===== src/rtl/thermal_guard_pkg.sv =====
`default_nettype none
// ============================================================================
//  Module      : thermal_guard_pkg
//  Description : Shared types and constants for the thermal_guard block.
//                Holds the per-channel state encoding, the trip counter
//                width and a small constant-evaluable max helper.
//  Revision    : 1.0  initial release
// ============================================================================
package thermal_guard_pkg;

    localparam int TRIP_W = 8;

    typedef enum logic [1:0] {
        OK      = 2'd0,
        ARMING  = 2'd1,
        TRIPPED = 2'd2,
        COOLING = 2'd3
    } ch_state_t;

    function automatic int max_int(input int a, input int b);
        return (a > b) ? a : b;
    endfunction

endpackage
`default_nettype wire


===== src/rtl/thermal_guard_ch.sv =====
`default_nettype none
// ============================================================================
//  Module      : thermal_guard_ch
//  Description : One overheat channel. Debounces the raw flag, holds the
//                shutdown command while tripped and releases it after a run
//                of consecutive cool samples.
//  Build macro : THERMAL_GUARD_STICKY_EN - when defined, a tripped channel
//                only starts cooling after an operator clear_fault while the
//                channel is not overheated.
//  Ports       : clk, reset        clock / synchronous active-high reset
//                overheated        raw overheat flag for this channel
//                clear_fault       operator acknowledge (sticky build only)
//                shut_off          shutdown command (TRIPPED or COOLING)
//                trip              one-cycle strobe: this edge enters TRIPPED
//                                  from OK or ARMING
//  Revision    : 1.0  initial release
// ============================================================================
module thermal_guard_ch
    import thermal_guard_pkg::*;
#(
    parameter int DEBOUNCE = 3,
    parameter int COOLDOWN = 8
) (
    input  logic clk,
    input  logic reset,
    input  logic overheated,
    input  logic clear_fault,
    output logic shut_off,
    output logic trip
);

    localparam int               CNT_W   = $clog2(max_int(DEBOUNCE, COOLDOWN) + 1);
    // Counter value at which the current edge is the last required sample.
    localparam logic [CNT_W-1:0] DB_LAST = CNT_W'(DEBOUNCE - 1);
    localparam logic [CNT_W-1:0] CD_LAST = CNT_W'(COOLDOWN - 1);
    localparam logic [CNT_W-1:0] CNT_ONE = CNT_W'(1);

    ch_state_t        state;
    ch_state_t        state_nxt;
    logic [CNT_W-1:0] cnt;
    logic [CNT_W-1:0] cnt_nxt;
    logic             release_ok;

`ifdef THERMAL_GUARD_STICKY_EN
    assign release_ok = ~overheated & clear_fault;
`else
    assign release_ok = ~overheated;
    logic unused_clear_fault;
    assign unused_clear_fault = clear_fault;
`endif

    // State register
    always_ff @(posedge clk) begin
        if (reset) begin
            state <= OK;
            cnt   <= '0;
        end else begin
            state <= state_nxt;
            cnt   <= cnt_nxt;
        end
    end

    // Next-state logic. The counter always holds the number of consecutive
    // qualifying samples already seen, so "cnt >= *_LAST" means the sample
    // on this edge completes the run.
    always_comb begin
        state_nxt = state;
        cnt_nxt   = cnt;
        trip      = 1'b0;
        case (state)
            OK: begin
                if (overheated) begin
                    if (DEBOUNCE == 1) begin
                        state_nxt = TRIPPED;
                        cnt_nxt   = '0;
                        trip      = 1'b1;
                    end else begin
                        state_nxt = ARMING;
                        cnt_nxt   = CNT_ONE;
                    end
                end
            end
            ARMING: begin
                if (!overheated) begin
                    state_nxt = OK;
                    cnt_nxt   = '0;
                end else if (cnt >= DB_LAST) begin
                    state_nxt = TRIPPED;
                    cnt_nxt   = '0;
                    trip      = 1'b1;
                end else begin
                    cnt_nxt   = cnt + CNT_ONE;
                end
            end
            TRIPPED: begin
                if (release_ok) begin
                    // The releasing edge already counts as the first cool sample.
                    if (COOLDOWN == 1) begin
                        state_nxt = OK;
                        cnt_nxt   = '0;
                    end else begin
                        state_nxt = COOLING;
                        cnt_nxt   = CNT_ONE;
                    end
                end
            end
            COOLING: begin
                if (overheated) begin
                    // Re-heat during cooldown: not a new trip event.
                    state_nxt = TRIPPED;
                    cnt_nxt   = '0;
                end else if (cnt >= CD_LAST) begin
                    state_nxt = OK;
                    cnt_nxt   = '0;
                end else begin
                    cnt_nxt   = cnt + CNT_ONE;
                end
            end
            default: begin
                state_nxt = OK;
                cnt_nxt   = '0;
            end
        endcase
    end

    // Output decode straight from the state register, no extra stage.
    always_comb begin
        shut_off = (state == TRIPPED) || (state == COOLING);
    end

endmodule
`default_nettype wire


===== src/rtl/thermal_guard.sv =====
`default_nettype none
// ============================================================================
//  Module      : thermal_guard
//  Description : N_CH independent debounced overheat channels with a shared
//                saturating count of trip events.
//  Build macro : THERMAL_GUARD_STICKY_EN - sticky tripped state released
//                only by clear_fault (see thermal_guard_ch).
//  Ports       : clk, reset        clock / synchronous active-high reset
//                overheated[N_CH]  raw per-channel overheat flags
//                clear_fault       operator acknowledge
//                shut_off[N_CH]    per-channel shutdown command
//                keep_running      high when no channel is shut off
//                trip_count[8]     saturating trip event count since reset
//  Revision    : 1.0  initial release
// ============================================================================
module thermal_guard
    import thermal_guard_pkg::*;
#(
    parameter int N_CH     = 4,
    parameter int DEBOUNCE = 3,
    parameter int COOLDOWN = 8
) (
    input  logic              clk,
    input  logic              reset,
    input  logic [N_CH-1:0]   overheated,
    input  logic              clear_fault,
    output logic [N_CH-1:0]   shut_off,
    output logic              keep_running,
    output logic [TRIP_W-1:0] trip_count
);

    localparam int POP_W = $clog2(N_CH + 1);

    logic [N_CH-1:0]  trip;
    logic [POP_W-1:0] n_trips;
    logic [TRIP_W:0]  trip_sum;

    generate
        for (genvar i = 0; i < N_CH; i++) begin : g_ch
            thermal_guard_ch #(
                .DEBOUNCE (DEBOUNCE),
                .COOLDOWN (COOLDOWN)
            ) u_ch (
                .clk         (clk),
                .reset       (reset),
                .overheated  (overheated[i]),
                .clear_fault (clear_fault),
                .shut_off    (shut_off[i]),
                .trip        (trip[i])
            );
        end
    endgenerate

    // Several channels may trip on the same edge; all of them are counted.
    always_comb begin
        n_trips = '0;
        for (int i = 0; i < N_CH; i++) begin
            n_trips = n_trips + POP_W'(trip[i]);
        end
    end

    // One extra bit catches the carry out so the count can clamp at all-ones.
    assign trip_sum = {1'b0, trip_count} + (TRIP_W + 1)'(n_trips);

    always_ff @(posedge clk) begin
        if (reset) begin
            trip_count <= '0;
        end else if (trip_sum[TRIP_W]) begin
            trip_count <= '1;
        end else begin
            trip_count <= trip_sum[TRIP_W-1:0];
        end
    end

    assign keep_running = ~|shut_off;

endmodule
`default_nettype wire


===== config.mk =====
export PLATFORM = sky130hd
export DESIGN_NAME = thermal_guard
export DESIGN_NICKNAME = d
export VERILOG_FILES = /design/src/rtl/thermal_guard_pkg.sv /design/src/rtl/thermal_guard_ch.sv /design/src/rtl/thermal_guard.sv
export SDC_FILE = /design/constraint.sdc
export NUM_CORES = 1
export LEC_CHECK = 0
export BUFFER_PORTS_ARGS = -buffer_cell sky130_fd_sc_hd__clkbuf_2
export CAP_MARGIN = 20
export CORE_MARGIN = 5
export CORE_UTILIZATION = 50
export DETAILED_ROUTE_END_ITERATION = 7
export PLACE_DENSITY_LB_ADDON = 0.1
export SETUP_SLACK_MARGIN = 0.1
export SLEW_MARGIN = 15
export SYNTH_ARGS = -nofsm -noshare
export SYNTH_HDL_FRONTEND = slang
export SYNTH_SLANG_ARGS = --single-unit

===== constraint.sdc =====
create_clock -name clk -period 3.4 [get_ports clk]
set_input_delay 0.34 -clock clk [delete_from_list [all_inputs] [get_ports clk]]
set_output_delay 0.34 -clock clk [all_outputs]
set_load 0.05 [all_outputs]

Word-level counts from Yosys, hierarchy flattened:

Index checks and enable logic that the tools add are counted.

* register bits: 32
* input bits: 7
* output and inout port bits: 13
* logic and storage cells: 140

* add/sub/neg operators: 8
* $lt $le $gt $ge: 8
* equal/unequal tests: 28
* mux-type cells: 69
* reduce and logical (&&, ||, !) cells: 18

Operators with widths (number)
* two-way mux 4 bit: 24
* case mux 4 bit (4 select lines): 4
* two-way mux 2 bit: 24
* case mux 2 bit (4 select lines): 4
* inequality test 3 x 2 -> 1 bit, second input constant: 8
* adder 4 x 1 -> 4 bit, second input constant: 4
* == test 2 bit, second input constant: 8
* greater-or-equal comparator 4 x 2 -> 1 bit, second input constant: 4
* greater-or-equal comparator 4 x 3 -> 1 bit, second input constant: 4
* inequality test 2 bit, second input constant: 8
* AND reduction 4 bit: 4
* two-way mux 1 bit: 12
* adder 8 x 3 -> 9 bit: 1
* == test 2 x 1 -> 1 bit, second input constant: 4
* logical NOT 2 bit: 4
* two-way mux 8 bit: 1
* AND reduction 2 bit: 4
* logical OR 1 bit: 4
* OR reduction 4 bit: 1
* adder 2 x 1 -> 3 bit: 1
* adder 3 x 1 -> 3 bit: 1
* adder 1 x 1 -> 2 bit: 1
* logical NOT 1 bit: 1

Logic depth before layout (Yosys ltp):

Gate-level depths: netlist (run 1).

* word-level depth: 9
* mapped depth: 12
* gate-level depth less buffers: 12

Hierarchy:

A second synthesis (run 1) with hierarchy kept.

* cell total of the unflattened synthesis: 196
* area total of the unflattened synthesis: 1756.7 µm²

Modules (own cells, without submodules)
* thermal_guard_ch: times used 4, cells an instance 37, area each 330.3 µm², seq. area each 120.1 µm²
* thermal_guard: times used 1, cells an instance 48, area each 435.4 µm², seq. area each 160.2 µm²

Least setup slack after synthesis (run 1):

OpenSTA, ideal clock, no wires.

* path kind: register to register
* start: register g_ch[0].u_ch.cnt[0]
* end: register trip_count[6]
* library setup time: 128 ps
* arrival: 2642 ps
* required time: 3272 ps
* path slack: 631 ps
* stages on the path, launching flop included: 13
* path buffers: 0
* period minus slack after synthesis: 2769 ps
* path through: dfxtp_1 > inv_1 > ha_1 > nor4_2 > nand3b_1 > fa_1 > fa_1 > inv_1 > fa_1 > and3_1 > nand3_1 > mux2i_1 > nor2_1

* cells in the longest elaborated chain, start to end: 9

RTL lines
* from (decl): line thermal_guard_ch.sv:40 `logic [CNT_W-1:0] cnt;`
* from (signal assigned): line thermal_guard_ch.sv:59 `cnt <= cnt_nxt;`
* greater-or-equal comparator 4 x 2 -> 1 bit: line thermal_guard_ch.sv:87 `end else if (cnt >= DB_LAST) begin`
* two-way mux 1 bit: line thermal_guard_ch.sv:87
* two-way mux 1 bit: line thermal_guard_ch.sv:84 `if (!overheated) begin`
* two-way mux 1 bit: line thermal_guard_ch.sv:70 `case (state)`
* adder 1 x 1 -> 2 bit: line thermal_guard.sv:58 `n_trips = n_trips + POP_W'(trip[i]);`
* adder 2 x 1 -> 3 bit: line thermal_guard.sv:58
* adder 3 x 1 -> 3 bit: line thermal_guard.sv:58
* adder 8 x 3 -> 9 bit: line thermal_guard.sv:63 `assign trip_sum = {1'b0, trip_count} + (TRIP_W + 1)'(n_trips);`
* two-way mux 8 bit: line thermal_guard.sv:68 `end else if (trip_sum[TRIP_W]) begin`
* to (signal assigned): line thermal_guard.sv:71 `trip_count <= trip_sum[TRIP_W-1:0];`
* to (decl): line thermal_guard.sv:29 `output logic [TRIP_W-1:0] trip_count`

Every way passes these cells.
A chain may end at the register's enable or synchronous reset.

Final worst setup path (run 1):

* start: register g_ch[2].u_ch.cnt[0]
* end: register trip_count[1]

* cells in the longest elaborated chain, start to end: 8

RTL lines (line)
* from (decl): thermal_guard_ch.sv:40
* from (signal assigned): thermal_guard_ch.sv:59
* greater-or-equal comparator 4 x 2 -> 1 bit: thermal_guard_ch.sv:87
* two-way mux 1 bit: thermal_guard_ch.sv:87
* two-way mux 1 bit: thermal_guard_ch.sv:84
* two-way mux 1 bit: thermal_guard_ch.sv:70
* adder 2 x 1 -> 3 bit: thermal_guard.sv:58
* adder 3 x 1 -> 3 bit: thermal_guard.sv:58
* adder 8 x 3 -> 9 bit: thermal_guard.sv:63
* two-way mux 8 bit: thermal_guard.sv:68

Every way passes these cells.

==> results of run 1 <==
[worst reg2reg max path: stages (launching register included)]
cell and delay, ns:
dfxtp_1 0.38, inv_1 0.09, ha_1 0.23, nor4_4 0.24
nand2b_1 0.18, fa_1 0.45, fa_1 0.45, inv_1 0.08
fa_1 0.19, and3_1 0.24, nand3_1 0.20, a21oi_1 0.20
[Yosys cell counts, drive strengths merged (5+ instances only)]
master	n	area, sq um
o21ai	9	45.04
nand2	16	60.06
ha	9	112.6
nor3	5	35.03
inv	12	45.04
nor4	5	67.56
dfxtp	32	640.6
nand3	5	25.02
clkbuf	8	31.28
a21oi	17	88.84
nor2b	9	56.30
nor2	11	41.29
xor2	6	52.55
buf	5	33.78
a211oi	8	70.06
[worst max-delay path by stage]
stage | start | to | slack [ns] | cells past startpoint
after detailed placement | g_ch[0].u_ch.cnt[0] | trip_count[1] | 0.34 | 11
after floorplan | g_ch[0].u_ch.cnt[0] | trip_count[6] | 0.63 | 12
after global routing | g_ch[2].u_ch.cnt[0] | trip_count[1] | 0.15 | 11
final | g_ch[2].u_ch.cnt[0] | trip_count[1] | 0.37 | 11
after global placement | g_ch[0].u_ch.cnt[0] | trip_count[6] | 0.42 | 12
after CTS | g_ch[0].u_ch.cnt[0] | trip_count[1] | 0.31 | 11
[per-stage QoR]
step                      hold slack [ns]  worst slack (ns)  total power, mW
after floorplan                    0.4714            0.6306           0.4814
after global placement             0.4963            0.4194           0.4968
after detailed placement           0.4978            0.3396           0.5004
after CTS                          0.3489            0.3121           0.7960
after global routing               0.3600            0.1494           0.8295
final                              0.3510            0.3720           0.7863
[final cells by class]
| class | count | area (sq um) |
|---|---|---|
| flip-flops and latches | 32 | 640.6 |
| fillers | 363 | 1607 |
| clock buffers | 8 | 90.09 |
| multi-input cells | 148 | 1101 |
| repair buffers | 18 | 90.09 |
| well taps | 48 | 60.06 |
| inverters | 12 | 45.04 |
[repair_timing]
item,4_1_cts,5_1_grt
setup endpoints to repair,0,1
resized for setup,0,1
endpoints found under the hold margin,0,0
[metal layers]
metal	vias up	wire length, um	GRT usage, %
met5	-	0	0
met4	0	34	5.637
met3	4	115	5.398
met2	20	1722	24.61
met1	687	1558	17.64
li1	753	-	-
[where the power goes]
| part | leakage, nW | switching, mW | total, mW | internal [mW] |
|---|---|---|---|---|
| registers | 0.260 | 0.0185 | 0.406 | 0.388 |
| logic | 0.507 | 0.0500 | 0.0860 | 0.0360 |
| clock network | 0.0455 | 0.129 | 0.294 | 0.165 |
[kinds of logic after synthesis]
logic type               synth area share [%]
AO/OA/AOI/OAI                           23.18
XOR/XNOR                                3.311
adder cells (fa/ha/maj)                 9.325
buffers and inverters                   6.419
flip-flops                              34.59
multiplexers                           0.5406
AND/OR/NAND/NOR                         22.63
==> impl_results.md, run 1 <==
- MaxCap Viol Count: 0
- Register area share after synthesis: 34.59%
- Post-route core utilization: 55.79%
- DRT Pass-1 Iters: 4
- Finished Cell Area: 2027 sq um
- Final setup vio count: 0
- Synth warn: 0
- Final #Nets: 236
- Most common cell after layout, fill and taps aside: dfxtp_1
- Syn Inst Count: 206
- CTS Buf Count: 5
- Area post-placement: 1928 sq um
- Fmax: 0.3303 GHz
- Startpoint types: register
- Io pins: 20
- Pin count of the biggest net entering global routing: 34
- Antenna cells: 0
- Crit-path max cell delay: 0.45 ns
- Initial core utilization: 50.96%
- Clk buf depth: 2
- Most common flop cell mapped by yosys: dfxtp_1
- Post-DP HPWL: 2556 um
- Area delta synth->final: 9.459%
- Clk sinks: 32
- R2R depth: 11
- Vias in the first global route: 1361
- Clock Skew: 0.005505 ns
- Critical-path cell list: inv_1 > ha_1 > nor4_4 > nand2b_1 > fa_1 > fa_1 > inv_1 > fa_1 > and3_1 > nand3_1 > a21oi_1
- Post-synth EDFFs: 0
- Ratio of cells with drive above 1 in the final layout: 17.43%
- Crit. End Element: register
- Power Density: 387.9 nW/um^2
- Mapped Area: 1852 sq um
- Worst reg-to-reg setup slack: 0.37 ns
- Final WL: 3430 um
- First-pass GRT wire length: 5989 um
- Number of distinct library cells after synthesis: 47
- CP max stage cell: fa_1
- Crit path DAT: 3.22 ns
- Vias/cell: 5.504
- Root Buffer Master: clkbuf_8
- Period utilization: 89.06%
- Delay-heaviest family, CP: adder cells
- Routability Congestion: 0.8495
- CP Data Required Time: 3.59 ns
- Iter 0 DRT Violations: 70
- Minimum clock period: 3.028 ns
- Asr flop ratio synth: 0%
- R2r endpoint: trip_count[1]
- Setup Crit Path Kind: reg -> reg
- Placed cell count: 258
- Status: finished clean
- Mapped Nets: 225
- Gr usage total: 14.89%
- Die H: 70.86 um
- Most frequent cells in the layout: 32 x dfxtp_1, 18 x clkbuf_2, 16 x a21oi_1, 16 x nand2_1
- Antenna violations before repair: 0
- Hold depth: 3
- Die ar.: 5020 sq um
- Crit-path max FO: 5
- CTS tree: built
- Least-Margin Pin Slew: 0.7132 ns
- Total core area: 3633 sq um
- Post-route ant nets: 0
- Routed WL per cell: 12.89 um
- Clock transition at path regs: 0.06 ns
- CTS HTree Levels: 2
- Worst hold start: overheated[2]
- Chip Width: 70.86 um
- VDD IR max: 0.0002355 V
- Global route overflow: 0
- DRC violations left: 0
- Seq cells post-synth: 32
- Port Buffers: 18
- Final Hold Viols: 0
- Finished Layout Cells: 266
- CTS Hold Bufs: 0
- Vias: 1464
- Crit path buf inv count: 2
- RSZ-0062 raised after global routing: false
- Setup TNS: 0 ns
- Row count: 22
- CP most frequent cell: fa_1
- Post-CTS Setup Repair Bufs: 0
- Min-delay worst type: in -> reg
- Max Transition Viols Final: 0
- Clock Latency Late Sink: 0.27 ns
- Lkg Pwr: 0.8127 nW
- R2r startpoint: g_ch[2].u_ch.cnt[0]
- Max_slew headroom: 52.46%
- Syn avg cell area: 8.989 sq um
Note: power is estimated with default switching activity, not from simulation.
==> run 2: changes to the inputs <==
--- a/config.mk
+++ b/config.mk
@@ -5,6 +5,7 @@
 export SDC_FILE = /design/constraint.sdc
 export NUM_CORES = 1
 export LEC_CHECK = 0
+export ABC_AREA = 1
 export BUFFER_PORTS_ARGS = -buffer_cell sky130_fd_sc_hd__clkbuf_2
 export CAP_MARGIN = 20
 export CORE_MARGIN = 5
==> impl_results.md, run 2 <==
- Post-synth EDFFs: 0 (unchanged)
- GR peak layer: met2
- R2r startpoint: g_ch[2].u_ch.cnt[0]
- Total core area: 3416 sq um (-6.0%)
- Cts repair resizes: 0 (unchanged)
- Lkg Pwr: 0.9131 nW (+12%)
- VDD IR max: 0.0001860 V (-21%)
- Met3 usage: 3.874% (-1.5 points)
- Synth warn: 0 (unchanged)
- Post-DP HPWL: 2515 um (-1.6%)
- CP max stage cell: fa_1
- R2r endpoint: trip_count[3]
- Least-Margin Pin Slew: 0.5315 ns (-0.1816 ns)
- Vias: 1585 (+8.3%)
- Syn Inst Count: 261 (+27%)
- Final Hold Viols: 0 (unchanged)
- Setup Crit Path Kind: reg -> reg
- Area post-placement: 1889 sq um (-2.0%)
- Syn avg cell area: 6.898 sq um (-23%)
- GR Layer Usage met2: 23.40% (-1.2 points)
- Port Buffers: 18 (unchanged)
- Io pins: 20 (unchanged)
- Pin count of the biggest net entering global routing: 18 (-47%)
- Chip Width: 70.01 um (-1.2%)
- Post-route core utilization: 57.03% (+1.2 points)
- Internal: 0.5394 mW (-8.3%)
- Most common cell after layout, fill and taps aside: nand2_1
- Worst reg-to-reg setup slack: 0.56 ns (+0.19 ns)
- Crit. End Element: register
- Min-delay worst type: in -> reg
- Period utilization: 83.51% (-5.5 points)
- Status: finished clean
- Mapped Nets: 280 (+24%)
- Clock power frac: 29.2% (-8.2 points)
- Synth area leaders: dfxtp_1 36%, nand2_1 12%, inv_1 7.9%
- Hold depth: 3 (unchanged)
- Vias/cell: 4.907 (-11%)
- DRT Pass-1 Iters: 4 (unchanged)
- R2R depth: 15 (+4)
- Crit-path max cell delay: 0.45 ns (about the same)
- MaxCap Viol Count: 0 (unchanged)
- Fmax: 0.3522 GHz (+6.6%)
- CTS tree: built
- Power Density: 408.0 nW/um^2 (+5.2%)
- Final #Nets: 295 (+25%)
- Most common flop cell mapped by yosys: dfxtp_1
- Finished Cell Area: 1948 sq um (-3.9%)
- Mapped Area: 1800 sq um (-2.8%)
- Root Buffer Master: clkbuf_4
- Iter 0 DRT Violations: 69 (-1.4%)
- Vias in the first global route: 1476 (+8.4%)
- Crit path buf inv count: 3 (+1)
- Met1 usage: 20.25% (+2.6 points)
- Post-CTS Setup Repair Bufs: 0 (unchanged)
- Global route overflow: 0 (unchanged)
- Die H: 70.01 um (-1.2%)
- CTS HTree Levels: 2 (unchanged)
- Startpoint types: register
- Minimum clock period: 2.839 ns (-0.1886 ns)
- Max Transition Viols Final: 0 (unchanged)
- Most common cell in the netlist: nand2_1
- Clock Skew: 0.01140 ns (+0.005897 ns)
- Asr flop ratio synth: 0% (unchanged)
- Initial core utilization: 52.71% (+1.7 points)
- Final WL: 3361 um (-2.0%)
- Clock Latency Late Sink: 0.33 ns (+0.06 ns)
- Antenna cells: 0 (unchanged)
- First-pass GRT wire length: 6134 um (+2.4%)
- Worst hold start: overheated[3]
- Number of distinct library cells after synthesis: 27 (-43%)
- CTS Hold Bufs: 0 (unchanged)
- Delay-heaviest family, CP: adder cells
- Share of the synthesized area in the top cell type: 35.58% (+0.99 points)
- Setup TNS: 0 ns (unchanged)
- Area delta synth->final: 8.200%
- Ratio of cells with drive above 1 in the final layout: 11.55% (-5.9 points)
- Critical-path cell list: inv_1 > ha_1 > nor2_1 > nand2_1 > nand3_1 > fa_1 > fa_1 > inv_1 > fa_1 > nand3_2 > nor2_1 > nand3_2 > o21ai_0 > nand2_1 > inv_1
- Commonest cells in the netlist: 59 x nand2_1, 38 x inv_1, 32 x dfxtp_1, 29 x nor2_1, 25 x a21oi_1
- Register area share after synthesis: 35.58% (+0.99 points)
- CP Data Required Time: 3.68 ns (+0.09 ns)
- Max_slew headroom: 64.52% (+12 points)
- Seq cells post-synth: 32 (unchanged)
- Comb power frac: 18.4% (+7.5 points)
- RSZ-0062 raised after global routing: false
- Crit path DAT: 3.12 ns (-0.10 ns)
- CTS Buf Count: 5 (unchanged)
- Net switching power figure: 0.2555 mW (+29%)
- Gr usage total: 15.06% (+0.16 points)
- Clock transition at path regs: 0.11 ns (+0.05 ns)
- Synth area leader: dfxtp_1
- Clk buf depth: 2 (unchanged)
- Antenna violations before repair: 0 (unchanged)
- Post-route ant nets: 0 (unchanged)
- Clk sinks: 32 (unchanged)
- Crit-path max FO: 7 (+2)
- Routed WL per cell: 10.41 um (-19%)
- Row count: 21 (-4.5%)
- Final setup vio count: 0 (unchanged)
- DRC violations left: 0 (unchanged)
- Routability Congestion: 0.8280 (-2.5%)
- Switching Fraction: 32.14% (+7.0 points)
- Most frequent cells in the layout: 59 x nand2_1, 38 x inv_1, 32 x dfxtp_1, 29 x nor2_1, 25 x a21oi_1
- Die ar.: 4901 sq um (-2.4%)
- Sequential power share: 52.3% (+0.7 points)
run 2: power groups by stage:
stage / sequential (mW) / combinational [mW] / clock (mW)
finish: 0.416 / 0.146 / 0.233
CTS: 0.416 / 0.148 / 0.237
global placement: 0.425 / 0.147 / 0
detailed placement: 0.425 / 0.148 / 0
floorplan: 0.421 / 0.124 / 0
global route: 0.419 / 0.168 / 0.253
run 2: tightest hold or removal path, stage by stage:
cell and delay (ns):
clkbuf_2 0.11, nor2_1 0.05, nor2_1 0.08
run 2: cells by family (layout without fill, tap and decap cells):
logic type / Yosys count / count (layout) / synth area share [%]
and+or+nand+nor: 120 / 120 / 28.84
buffers and inverters: 50 / 66 / 11.61
AOI/OAI and AO/OA: 45 / 45 / 13.41
DFF: 32 / 32 / 35.58
adders and majority gates: 12 / 12 / 9.590
xor gates and xnor gates: 2 / 2 / 0.9731
run 2: area by class of cell:
cell class / instances / area (sq um)
timing repair buffer: 18 / 90.09
multi-input combinational: 179 / 950.9
sequential: 32 / 640.6
inverter: 40 / 150.1
fill: 347 / 1468
tap: 46 / 57.56
clock buffer: 8 / 58.81
run 2: worst max-delay path by stage:
stage | from | endpoint | slack (ns) | cells after the start
floorplan | trip_count[0] | trip_count[3] | 0.79 | 11
global placement | g_ch[2].u_ch.cnt[0] | trip_count[3] | 0.56 | 15
detailed placement | g_ch[2].u_ch.cnt[0] | trip_count[3] | 0.52 | 15
finish | g_ch[2].u_ch.cnt[0] | trip_count[3] | 0.56 | 15
CTS | g_ch[2].u_ch.cnt[0] | trip_count[3] | 0.52 | 15
global route | g_ch[2].u_ch.cnt[0] | trip_count[3] | 0.30 | 15
run 2: stage by stage:
step / setup WS (ns) / power, mW / hold slack, ns / instances
floorplan: 0.7939 / 0.5454 / 0.4091 / 261
global placement: 0.5618 / 0.5713 / 0.4866 / 315
detailed placement: 0.5243 / 0.5721 / 0.4913 / 315
CTS: 0.5159 / 0.8009 / 0.2702 / 323
global route: 0.2951 / 0.8395 / 0.2832 / 323
finish: 0.5606 / 0.7949 / 0.2763 / 323
run 2: layer usage:
| layer | up-vias | wire, um |
|---|---|---|
| met5 | - | 0 |
| met4 | 0 | 44 |
| met3 | 6 | 132 |
| met2 | 24 | 1444 |
| met1 | 696 | 1740 |
| li1 | 859 | - |
